$ cat src/rtl/hmc_link_rf.sv
// HMC link register file: status, control and saturating traffic counters.
// Accesses complete exactly two edges after the strobe edge.

module hmc_link_rf #(
    parameter int FPW           = 4,
    parameter int LOG_NUM_LANES = 3,
    parameter int HMC_RF_AWIDTH = 4,
    parameter int HMC_RF_RWIDTH = 64,
    parameter int HMC_RF_WWIDTH = 64,
    parameter int CNT_WIDTH     = 48
) (
    input  logic                     clk_hmc,
    input  logic                     res_n_hmc,
    input  logic                     s_axis_tx_TVALID,
    input  logic                     s_axis_tx_TREADY,
    input  logic                     m_axis_rx_TVALID,
    input  logic                     m_axis_rx_TREADY,
    input  logic                     phy_tx_ready,
    input  logic                     phy_rx_ready,
    input  logic                     link_up,
    input  logic                     FERR_N,
    input  logic [HMC_RF_AWIDTH-1:0] rf_address,
    input  logic                     rf_read_en,
    input  logic                     rf_write_en,
    input  logic [HMC_RF_WWIDTH-1:0] rf_write_data,
    output logic [HMC_RF_RWIDTH-1:0] rf_read_data,
    output logic                     rf_invalid_address,
    output logic                     rf_access_complete,
    output logic                     ctrl_p_rst_n,
    output logic                     ctrl_init_cont_set,
    output logic                     ctrl_set_sleep,
    output logic                     ctrl_scrambler_disable
);

    typedef logic [HMC_RF_AWIDTH-1:0] addr_t;
    typedef logic [HMC_RF_RWIDTH-1:0] rdata_t;
    typedef logic [CNT_WIDTH-1:0]     cnt_t;

    localparam addr_t A_STATUS   = addr_t'(4'h0);
    localparam addr_t A_RSVD1    = addr_t'(4'h1);
    localparam addr_t A_CONTROL  = addr_t'(4'h2);
    localparam addr_t A_TX_BEATS = addr_t'(4'h3);
    localparam addr_t A_RX_BEATS = addr_t'(4'h4);
    localparam addr_t A_TX_STALL = addr_t'(4'h5);
    localparam addr_t A_RX_STALL = addr_t'(4'h6);
    localparam addr_t A_FERR_EVT = addr_t'(4'h7);
    localparam addr_t A_CLEAR    = addr_t'(4'h8);
    localparam addr_t A_CYCLES   = addr_t'(4'h9);
    localparam addr_t A_INFO     = addr_t'(4'hA);
    localparam addr_t A_RSVDB    = addr_t'(4'hB);
    localparam addr_t A_RSVDC    = addr_t'(4'hC);

    localparam logic [7:0] FPW_B   = 8'(FPW);
    localparam logic [7:0] LANES_B = 8'(LOG_NUM_LANES);

    logic   ferr_q;
    cnt_t   tx_beats_q;
    cnt_t   rx_beats_q;
    cnt_t   tx_stalls_q;
    cnt_t   rx_stalls_q;
    cnt_t   ferr_events_q;
    cnt_t   cycles_q;
    logic [3:0] control_q;

    // first access stage: request captured with its read snapshot
    logic   req_vld_q;
    logic   req_rd_q;
    logic   req_wr_q;
    logic   req_inv_q;
    addr_t  req_addr_q;
    logic [3:0] req_wdata_q;
    rdata_t req_snap_q;

    logic   rd_ok;
    logic   wr_ok;
    rdata_t rd_mux;
    logic   req_inv;

    logic   tx_hs;
    logic   rx_hs;
    logic   tx_stall;
    logic   rx_stall;
    logic   ferr_fall;

    logic   wr_commit;
    logic   rd_commit;
    logic   ctrl_wr;
    logic   cnt_clr;

    logic   unused_wdata;

    assign unused_wdata = ^rf_write_data[HMC_RF_WWIDTH-1:4];

    function automatic cnt_t sat_inc(input cnt_t c, input logic inc);
        return c + cnt_t'(inc && !(&c));
    endfunction

    assign tx_hs     = s_axis_tx_TVALID & s_axis_tx_TREADY;
    assign rx_hs     = m_axis_rx_TVALID & m_axis_rx_TREADY;
    assign tx_stall  = s_axis_tx_TVALID & ~s_axis_tx_TREADY;
    assign rx_stall  = m_axis_rx_TVALID & ~m_axis_rx_TREADY;
    assign ferr_fall = ferr_q & ~FERR_N;

    // address decode: readable/writable and current register value
    always_comb begin
        rd_ok  = 1'b0;
        wr_ok  = 1'b0;
        rd_mux = '0;
        case (rf_address)
            A_STATUS: begin
                rd_ok  = 1'b1;
                rd_mux = rdata_t'({~FERR_N, link_up,
                                   phy_rx_ready, phy_tx_ready});
            end
            A_RSVD1: rd_ok = 1'b1;
            A_CONTROL: begin
                rd_ok  = 1'b1;
                wr_ok  = 1'b1;
                rd_mux = rdata_t'(control_q);
            end
            A_TX_BEATS: begin
                rd_ok  = 1'b1;
                rd_mux = rdata_t'(tx_beats_q);
            end
            A_RX_BEATS: begin
                rd_ok  = 1'b1;
                rd_mux = rdata_t'(rx_beats_q);
            end
            A_TX_STALL: begin
                rd_ok  = 1'b1;
                rd_mux = rdata_t'(tx_stalls_q);
            end
            A_RX_STALL: begin
                rd_ok  = 1'b1;
                rd_mux = rdata_t'(rx_stalls_q);
            end
            A_FERR_EVT: begin
                rd_ok  = 1'b1;
                rd_mux = rdata_t'(ferr_events_q);
            end
            A_CLEAR: wr_ok = 1'b1;
            A_CYCLES: begin
                rd_ok  = 1'b1;
                rd_mux = rdata_t'(cycles_q);
            end
            A_INFO: begin
                rd_ok  = 1'b1;
                rd_mux = rdata_t'({LANES_B, FPW_B});
            end
            A_RSVDB: rd_ok = 1'b1;
            A_RSVDC: rd_ok = 1'b1;
            default: begin
                rd_ok = 1'b0;
                wr_ok = 1'b0;
            end
        endcase
    end

    assign req_inv = (rf_read_en & rf_write_en)
                   | (rf_read_en & ~rd_ok)
                   | (rf_write_en & ~wr_ok);

    assign wr_commit = req_vld_q & req_wr_q & ~req_inv_q;
    assign rd_commit = req_vld_q & req_rd_q & ~req_inv_q;
    assign ctrl_wr   = wr_commit & (req_addr_q == A_CONTROL);
    assign cnt_clr   = wr_commit & (req_addr_q == A_CLEAR)
                     & req_wdata_q[0];

    // capture strobe, decode result and read snapshot
    always_ff @(posedge clk_hmc or negedge res_n_hmc) begin
        if (!res_n_hmc) begin
            req_vld_q   <= 1'b0;
            req_rd_q    <= 1'b0;
            req_wr_q    <= 1'b0;
            req_inv_q   <= 1'b0;
            req_addr_q  <= '0;
            req_wdata_q <= '0;
            req_snap_q  <= '0;
        end else begin
            req_vld_q   <= rf_read_en | rf_write_en;
            req_rd_q    <= rf_read_en;
            req_wr_q    <= rf_write_en;
            req_inv_q   <= req_inv;
            req_addr_q  <= rf_address;
            req_wdata_q <= rf_write_data[3:0];
            req_snap_q  <= rd_mux;
        end
    end

    // completion: pulse, status and read data (held between accesses)
    always_ff @(posedge clk_hmc or negedge res_n_hmc) begin
        if (!res_n_hmc) begin
            rf_access_complete <= 1'b0;
            rf_invalid_address <= 1'b0;
            rf_read_data       <= '0;
        end else begin
            rf_access_complete <= req_vld_q;
            if (req_vld_q) begin
                rf_invalid_address <= req_inv_q;
                rf_read_data       <= rd_commit ? req_snap_q : '0;
            end
        end
    end

    // CONTROL register, written at completion
    always_ff @(posedge clk_hmc or negedge res_n_hmc) begin
        if (!res_n_hmc) begin
            control_q <= 4'b0000;
        end else if (ctrl_wr) begin
            control_q <= req_wdata_q;
        end
    end

    // FERR_N history for falling-edge detection
    always_ff @(posedge clk_hmc or negedge res_n_hmc) begin
        if (!res_n_hmc) begin
            ferr_q <= 1'b1;
        end else begin
            ferr_q <= FERR_N;
        end
    end

    // saturating counters; a clear overrides any same-cycle increment
    always_ff @(posedge clk_hmc or negedge res_n_hmc) begin
        if (!res_n_hmc) begin
            tx_beats_q    <= '0;
            rx_beats_q    <= '0;
            tx_stalls_q   <= '0;
            rx_stalls_q   <= '0;
            ferr_events_q <= '0;
            cycles_q      <= '0;
        end else if (cnt_clr) begin
            tx_beats_q    <= '0;
            rx_beats_q    <= '0;
            tx_stalls_q   <= '0;
            rx_stalls_q   <= '0;
            ferr_events_q <= '0;
            cycles_q      <= '0;
        end else begin
            tx_beats_q    <= sat_inc(tx_beats_q, tx_hs);
            rx_beats_q    <= sat_inc(rx_beats_q, rx_hs);
            tx_stalls_q   <= sat_inc(tx_stalls_q, tx_stall);
            rx_stalls_q   <= sat_inc(rx_stalls_q, rx_stall);
            ferr_events_q <= sat_inc(ferr_events_q, ferr_fall);
            cycles_q      <= sat_inc(cycles_q, link_up);
        end
    end

    assign ctrl_p_rst_n           = control_q[0];
    assign ctrl_init_cont_set     = control_q[1];
    assign ctrl_set_sleep         = control_q[2];
    assign ctrl_scrambler_disable = control_q[3];

endmodule
$ cat config.mk
export PLATFORM = sky130hd
export DESIGN_NAME = hmc_link_rf
export DESIGN_NICKNAME = d
export VERILOG_FILES = /design/src/rtl/hmc_link_rf.sv
export SDC_FILE = /design/constraint.sdc
export NUM_CORES = 1
export LEC_CHECK = 0
export CORE_MARGIN = 5
export CORE_UTILIZATION = 59
export DETAILED_ROUTE_END_ITERATION = 10
export GPL_ROUTABILITY_DRIVEN = 0
export GPL_TIMING_DRIVEN = 0
export PLACE_DENSITY = 0.8
export SLEW_MARGIN = 25
export SYNTH_ARGS = -nofsm -noshare
export SYNTH_HDL_FRONTEND = slang
export SYNTH_SLANG_ARGS = --single-unit
$ cat constraint.sdc
create_clock -name clk_hmc -period 4 [get_ports clk_hmc]
set_input_delay 0.6 -clock clk_hmc [delete_from_list [all_inputs] [get_ports clk_hmc]]
set_output_delay 0.6 -clock clk_hmc [all_outputs]
set_load 0.01 [all_outputs]
==> After elaboration in Yosys (flattened, before gate mapping) <==
Index checks and enable logic that the tools add are counted.
{ "op_classes": {"n_eq_ne": 14, "n_bitwise": 24, "reduce_logical": 21, "add_sub_neg": 6, "n_mux": 10} }
{ "op_table": {"columns": ["op", "count"], "rows": [
  ["case mux 48 bit (9 select lines)", 1],
  ["adder 48 x 1 -> 48 bit", 6],
  ["two-way mux 48 bit", 6],
  ["AND reduction 48 bit", 6],
  ["two-way mux 64 bit", 1],
  ["equality test 4 bit (second input constant)", 6],
  ["equality test 4 x 3 -> 1 bit (second input constant)", 4],
  ["AND 1 bit", 15],
  ["equality test 4 x 2 -> 1 bit (second input constant)", 3],
  ["OR reduction 12 bit", 1],
  ["logical AND 1 bit", 6],
  ["logical NOT 1 bit", 6],
  ["NOT 1 bit", 6],
  ["equality test 4 x 1 -> 1 bit (second input constant)", 1],
  ["logical NOT 4 bit", 1],
  ["bitwise OR 1 bit", 3],
  ["two-way mux 1 bit", 2],
  ["OR reduction 2 bit", 1]
]} }
{ "word_totals": {"out_inout_bits": 70, "ff_bits": 435} }

==> Logic depth before layout (Yosys ltp) <==
{ "depth": {"word_depth": 7, "depth_mapped": 15, "depth_no_buf": 12} }

==> Worst setup path after synthesis <==
No wires, ideal clock.
{ "synth_timing": {"path_type": "reg2reg", "start": "register rx_stalls_q[18]", "end": "register rx_stalls_q[42]", "period_less_slack_ns": 3.185, "required_ns": 3.922, "stages_incl_launch_ff": 16, "path_buffers": 3, "arrival_time_ns": 3.107, "setup_ns": 0.078, "path_slack_ns": 0.815, "cell_sequence": "dfrtp_1 > clkbuf_1 > and4_1 > and4_1 > clkbuf_1 > nand2_1 > nor3_1 > nor3b_1 > ha_1 > ha_1 > and4_1 > clkbuf_1 > and3_1 > nand4_1 > or4_1 > a21oi_1"} }
{ "synth_via": {"elab_chain_len": 5} }
{ "synth_lines": {"columns": ["element", "line", "source"], "rows": [
  ["start, declared", "60", "cnt_t rx_stalls_q;"],
  ["start signal, assigned", "243", "rx_stalls_q <= sat_inc(rx_stalls_q, rx_stall);"],
  ["AND reduction 48 bit", "95", "return c + cnt_t'(inc && !(&c));"],
  ["logical NOT 1 bit", "95", null],
  ["logical AND 1 bit", "95", null],
  ["adder 48 x 1 -> 48 bit *", "95", null],
  ["two-way mux 48 bit *", "232", "end else if (cnt_clr) begin"]
]} }
Mark *: on every way between the ends. The rest lies on a longest branch, timed or not.
A chain may end at the register's enable or synchronous reset.

==> Worst setup path after layout <==
{ "layout_timing": {"start": "register ferr_events_q[9]", "end": "register ferr_events_q[28]"} }
{ "layout_via": {"elab_chain_len": 5} }
{ "layout_lines": {"columns": ["element", "line", "source"], "rows": [
  ["start, declared", "61", "cnt_t ferr_events_q;"],
  ["start signal, assigned", "244", "ferr_events_q <= sat_inc(ferr_events_q, ferr_fall);"],
  ["AND reduction 48 bit", "95", null],
  ["logical NOT 1 bit", "95", null],
  ["logical AND 1 bit", "95", null],
  ["adder 48 x 1 -> 48 bit *", "95", null],
  ["two-way mux 48 bit *", "232", null]
]} }
Marked as above.

==> impl_metrics.csv <==
group,metric,value,unit
setup_path,cp_slowest_cell,"dfrtp_1",
setup_path,critical_path_arrival,4.36,ns
die,die_y,196,um
final_layout,layout-drive-gt1-share,0.0664,
yosys,synthMuxAreaShare,0.0146,
clock_network,cts_max_level,2,
setup_path,rrSetupSlack,0.12,ns
setup_path,cp-end-kind,"flop",
sta,setup_violations,0,
yosys,yosysSeqAreaShare,0.497,
die,start_util,0.592,
die,io-pin-count,150,
die,fp.dieW,196,um
clock_network,cts-root-buf,"clkbuf_16",
hold_path,hp-class,"flop to flop",
yosys,synth-async-reset-ratio,1.00,
sta,fmax,258,MHz
sta,tightest_slew,1.16,ns
yosys,ys_ff_latch,403,
place,post-place-ws,-0.738,ns
clock_network,cts_buffers,43,
die,std_cell_rows,68,
final_layout,fin_util,0.684,
setup_path,max_stage_delay,0.48,ns
clock_network,clockBufferDepth,3,
routing,totalWireLength,66100,um
sta,hold_violations,0,
pwr,ir_drop,304,uV
yosys,yosys.cell_types.count,56,
yosys,synth_xor_area_frac,0.0759,
sta,fin_ws,0.118,ns
sta,skew,0.0263,ns
routing,drt_iter0_drc,2793,
final_layout,nFillCells,2508,
sta,relSlewSlack,0.223,
setup_path,timing.rr.start,"ferr_events_q[9]",
yosys,synth_cells,2176,
yosys,synth.yosys.warnings,0,
setup_path,crit_required,4.48,ns
place,io_buffers,73,
routing,drc,0,
place,hpwl,48200,um
global_route,grt_pass1_wl,101000,um
hold_path,whs_path_depth,2,
routing,first_pass_iters,8,
setup_path,rr_endpoint,"ferr_events_q[28]",
routing,ant_nets,0,
setup_path,path_buf_inv,3,
global_route,grt_busiest_layer,"met2",
die,dieArea,0.0382,mm^2
sta,final.period_utilization,0.971,
hold_path,worstHoldStart,"req_snap_q[7]",
run,max_cap_viol_count,0,
setup_path,critPathTopFamily,"simple AND/OR/NAND/NOR gates",
die,core,0.0343,mm^2
routing,wl_per_cell,23.6,um
global_route,met2_usage,0.527,
setup_path,crit_fanout,10,
final_layout,num-nets-final,2411,
yosys,synth-simple-area-share,0.242,
setup_path,worstPathCellList,"and4_1 > and4_1 > clkbuf_2 > buf_2 > nand2_1 > nor4_4 > nor3b_1 > ha_1 > ha_1 > nand2_1 > nor3_4 > nand3_2 > clkbuf_2 > or3_1 > a21oi_1",
yosys,yosys.area_share.adder,0.00863,
global_route,grt_pass1_vias,17753,
routing,routed_via_density,6.64,
global_route,antenna_found_initial,3,
routing,vias,18626,
yosys,synth-compound-area-share,0.120,
pwr,total_leakage_power,9.70,nW
global_route,grt_overflow,0,
global_route,grtUsageMet3,0.101,
setup_path,path_class,"flop to flop",
sta,min_period,3.88,ns
sta,drv_slew,0,
yosys,synthesis.area,0.0203,mm^2
clock_network,clkSlewWorstSetupHoldPaths,0.06,ns
outcome,status,"complete, no violations",
yosys,synth_top_family_by_area,"simple AND/OR/NAND/NOR gates",
yosys,syn_area_per_cell,9.33,um^2
clock_network,clock_sinks,403,
clock_network,cts_tree,"built",
yosys,synth_edf_count,0,
setup_path,worst_setup_path_start_kind,"flop",
setup_path,reg2reg_depth,15,
clock_network,insertion_delay,0.58,ns
global_route,grt_max_degree,96,
yosys,synth_flop_cell,"dfrtp_1",
final_layout,syn2layout_area_growth,15.5,%
global_route,grt_usage,0.341,
pwr,p_per_area,415,mW/mm^2
hold_path,min_to,"rf_read_data[7]",
global_route,met1_usage,0.439,
## sequential cells by signal, summed over array words and instances, names as in the netlist
register / flops
control_q: 4
cycles_q: 48
ferr_events_q: 48
ferr_q: 1
req_addr_q: 4
req_inv_q: 1
req_rd_q: 1
req_snap_q: 48
req_vld_q: 1
req_wdata_q: 4
req_wr_q: 1
rf_access_complete: 1
rf_invalid_address: 1
rf_read_data: 48
rx_beats_q: 48
rx_stalls_q: 48
tx_beats_q: 48
tx_stalls_q: 48
## metrics by stage
stage / cell area [um^2] / hold WS (ns) / std cells / setup TNS (ns) / power (W)
floorplan: 20400 / 0.304 / 2191 / 0 / 0.00504
global placement: 21700 / 0.432 / 2719 / -5934.64 / 0.00541
detailed placement: 21800 / 0.437 / 2724 / -21.80 / 0.00546
CTS: 23400 / 0.442 / 2803 / 0 / 0.00972
global route: 23500 / 0.461 / 2804 / -0.0591 / 0.0100
finish: 23500 / 0.433 / 2805 / 0 / 0.00974
## synth_stat cells (all sizes together), types with 14 or more instances
library cell / instances / area share
a21oi: 100 / 0.025
a222oi: 14 / 0.0069
a22oi: 95 / 0.035
and2: 23 / 0.0071
and3: 32 / 0.0099
and4: 33 / 0.014
buf: 32 / 0.010
clkbuf: 97 / 0.018
dfrtp: 402 / 0.50
ha: 14 / 0.0086
inv: 77 / 0.014
mux2i: 15 / 0.0074
nand2: 168 / 0.031
nand3: 148 / 0.037
nand4: 109 / 0.034
nor2: 228 / 0.042
nor3: 47 / 0.012
nor4: 34 / 0.011
o21ai: 133 / 0.033
o31ai: 23 / 0.0085
or3: 69 / 0.021
or4: 30 / 0.011
xnor2: 75 / 0.032
xor2: 101 / 0.044
## cells by family after synthesis
group                      after synthesis
and+or+nand+nor                        953
DFF                                    403
AOI/OAI and AO/OA                      395
buffers and inverters                  206
xor gates and xnor gates               176
muxes                                   28
adders and majority gates               14
other                                    1
## cell type report
class                           instances  area (um^2)  share of cell area
Antenna cell                            1         2.50            0.000107
Buffer                                127          573              0.0244
Clock buffer                           59         1230              0.0523
Clock inverter                         18          285              0.0122
Inverter                               77          289              0.0123
Multi-Input combinational cell       1582         9530               0.406
Sequential cell                       403        10100               0.430
Tap cell                              455          569              0.0243
Timing Repair Buffer                   83          893              0.0381
## worst min-delay path: stages (launching register included)
cell     delay, ns
dfrtp_1       0.32
nand2_1       0.04
o21ai_0       0.06
## cell usage in the layout (no fill, tap or decap), types with 39 or more instances in the layout
cell	count
nor2_1	227
a22oi_1	95
dfrtp_1	401
a21oi_1	100
clkdlybuf4s50_1	72
o21ai_0	133
clkbuf_1	98
nand2_1	168
clkbuf_16	43
inv_1	77
or3_1	69
nor3_1	39
nand3_1	146
xnor2_1	75
xor2_1	101
nand4_1	108
## power breakdown
part,internal (W),switching [W]
sequential,0.00430,0.000370
combinational,0.000324,0.000460
clock,0.00260,0.00169
total,0.00722,0.00252
## how the worst max path moves through the flow
stage / start / to / cells after the start
after global placement: res_n_hmc / tx_stalls_q[44] / 1
final: ferr_events_q[9] / ferr_events_q[28] / 15
after CTS: tx_stalls_q[20] / tx_stalls_q[45] / 14
after detailed placement: ferr_events_q[9] / ferr_events_q[34] / 15
after floorplan: rx_stalls_q[18] / rx_stalls_q[42] / 15
after global routing: ferr_events_q[9] / ferr_events_q[28] / 15
## per-layer routing
metal	share of wire	wire length, um
met5	0.00020	13
met2	0.44	29400
met3	0.14	9010
met1	0.35	23400
met4	0.066	4350
## repair_timing
action | 4_1_cts | 5_1_grt
setup endpoints to repair | 66 | 48
pin swaps | 3 | 3
hold endpoints to repair | 44 | 0
resized for setup | 17 | 12
hold buffers | 1 | 0
setup buffers | 1 | 3
Power figures use the tool's default switching activity.
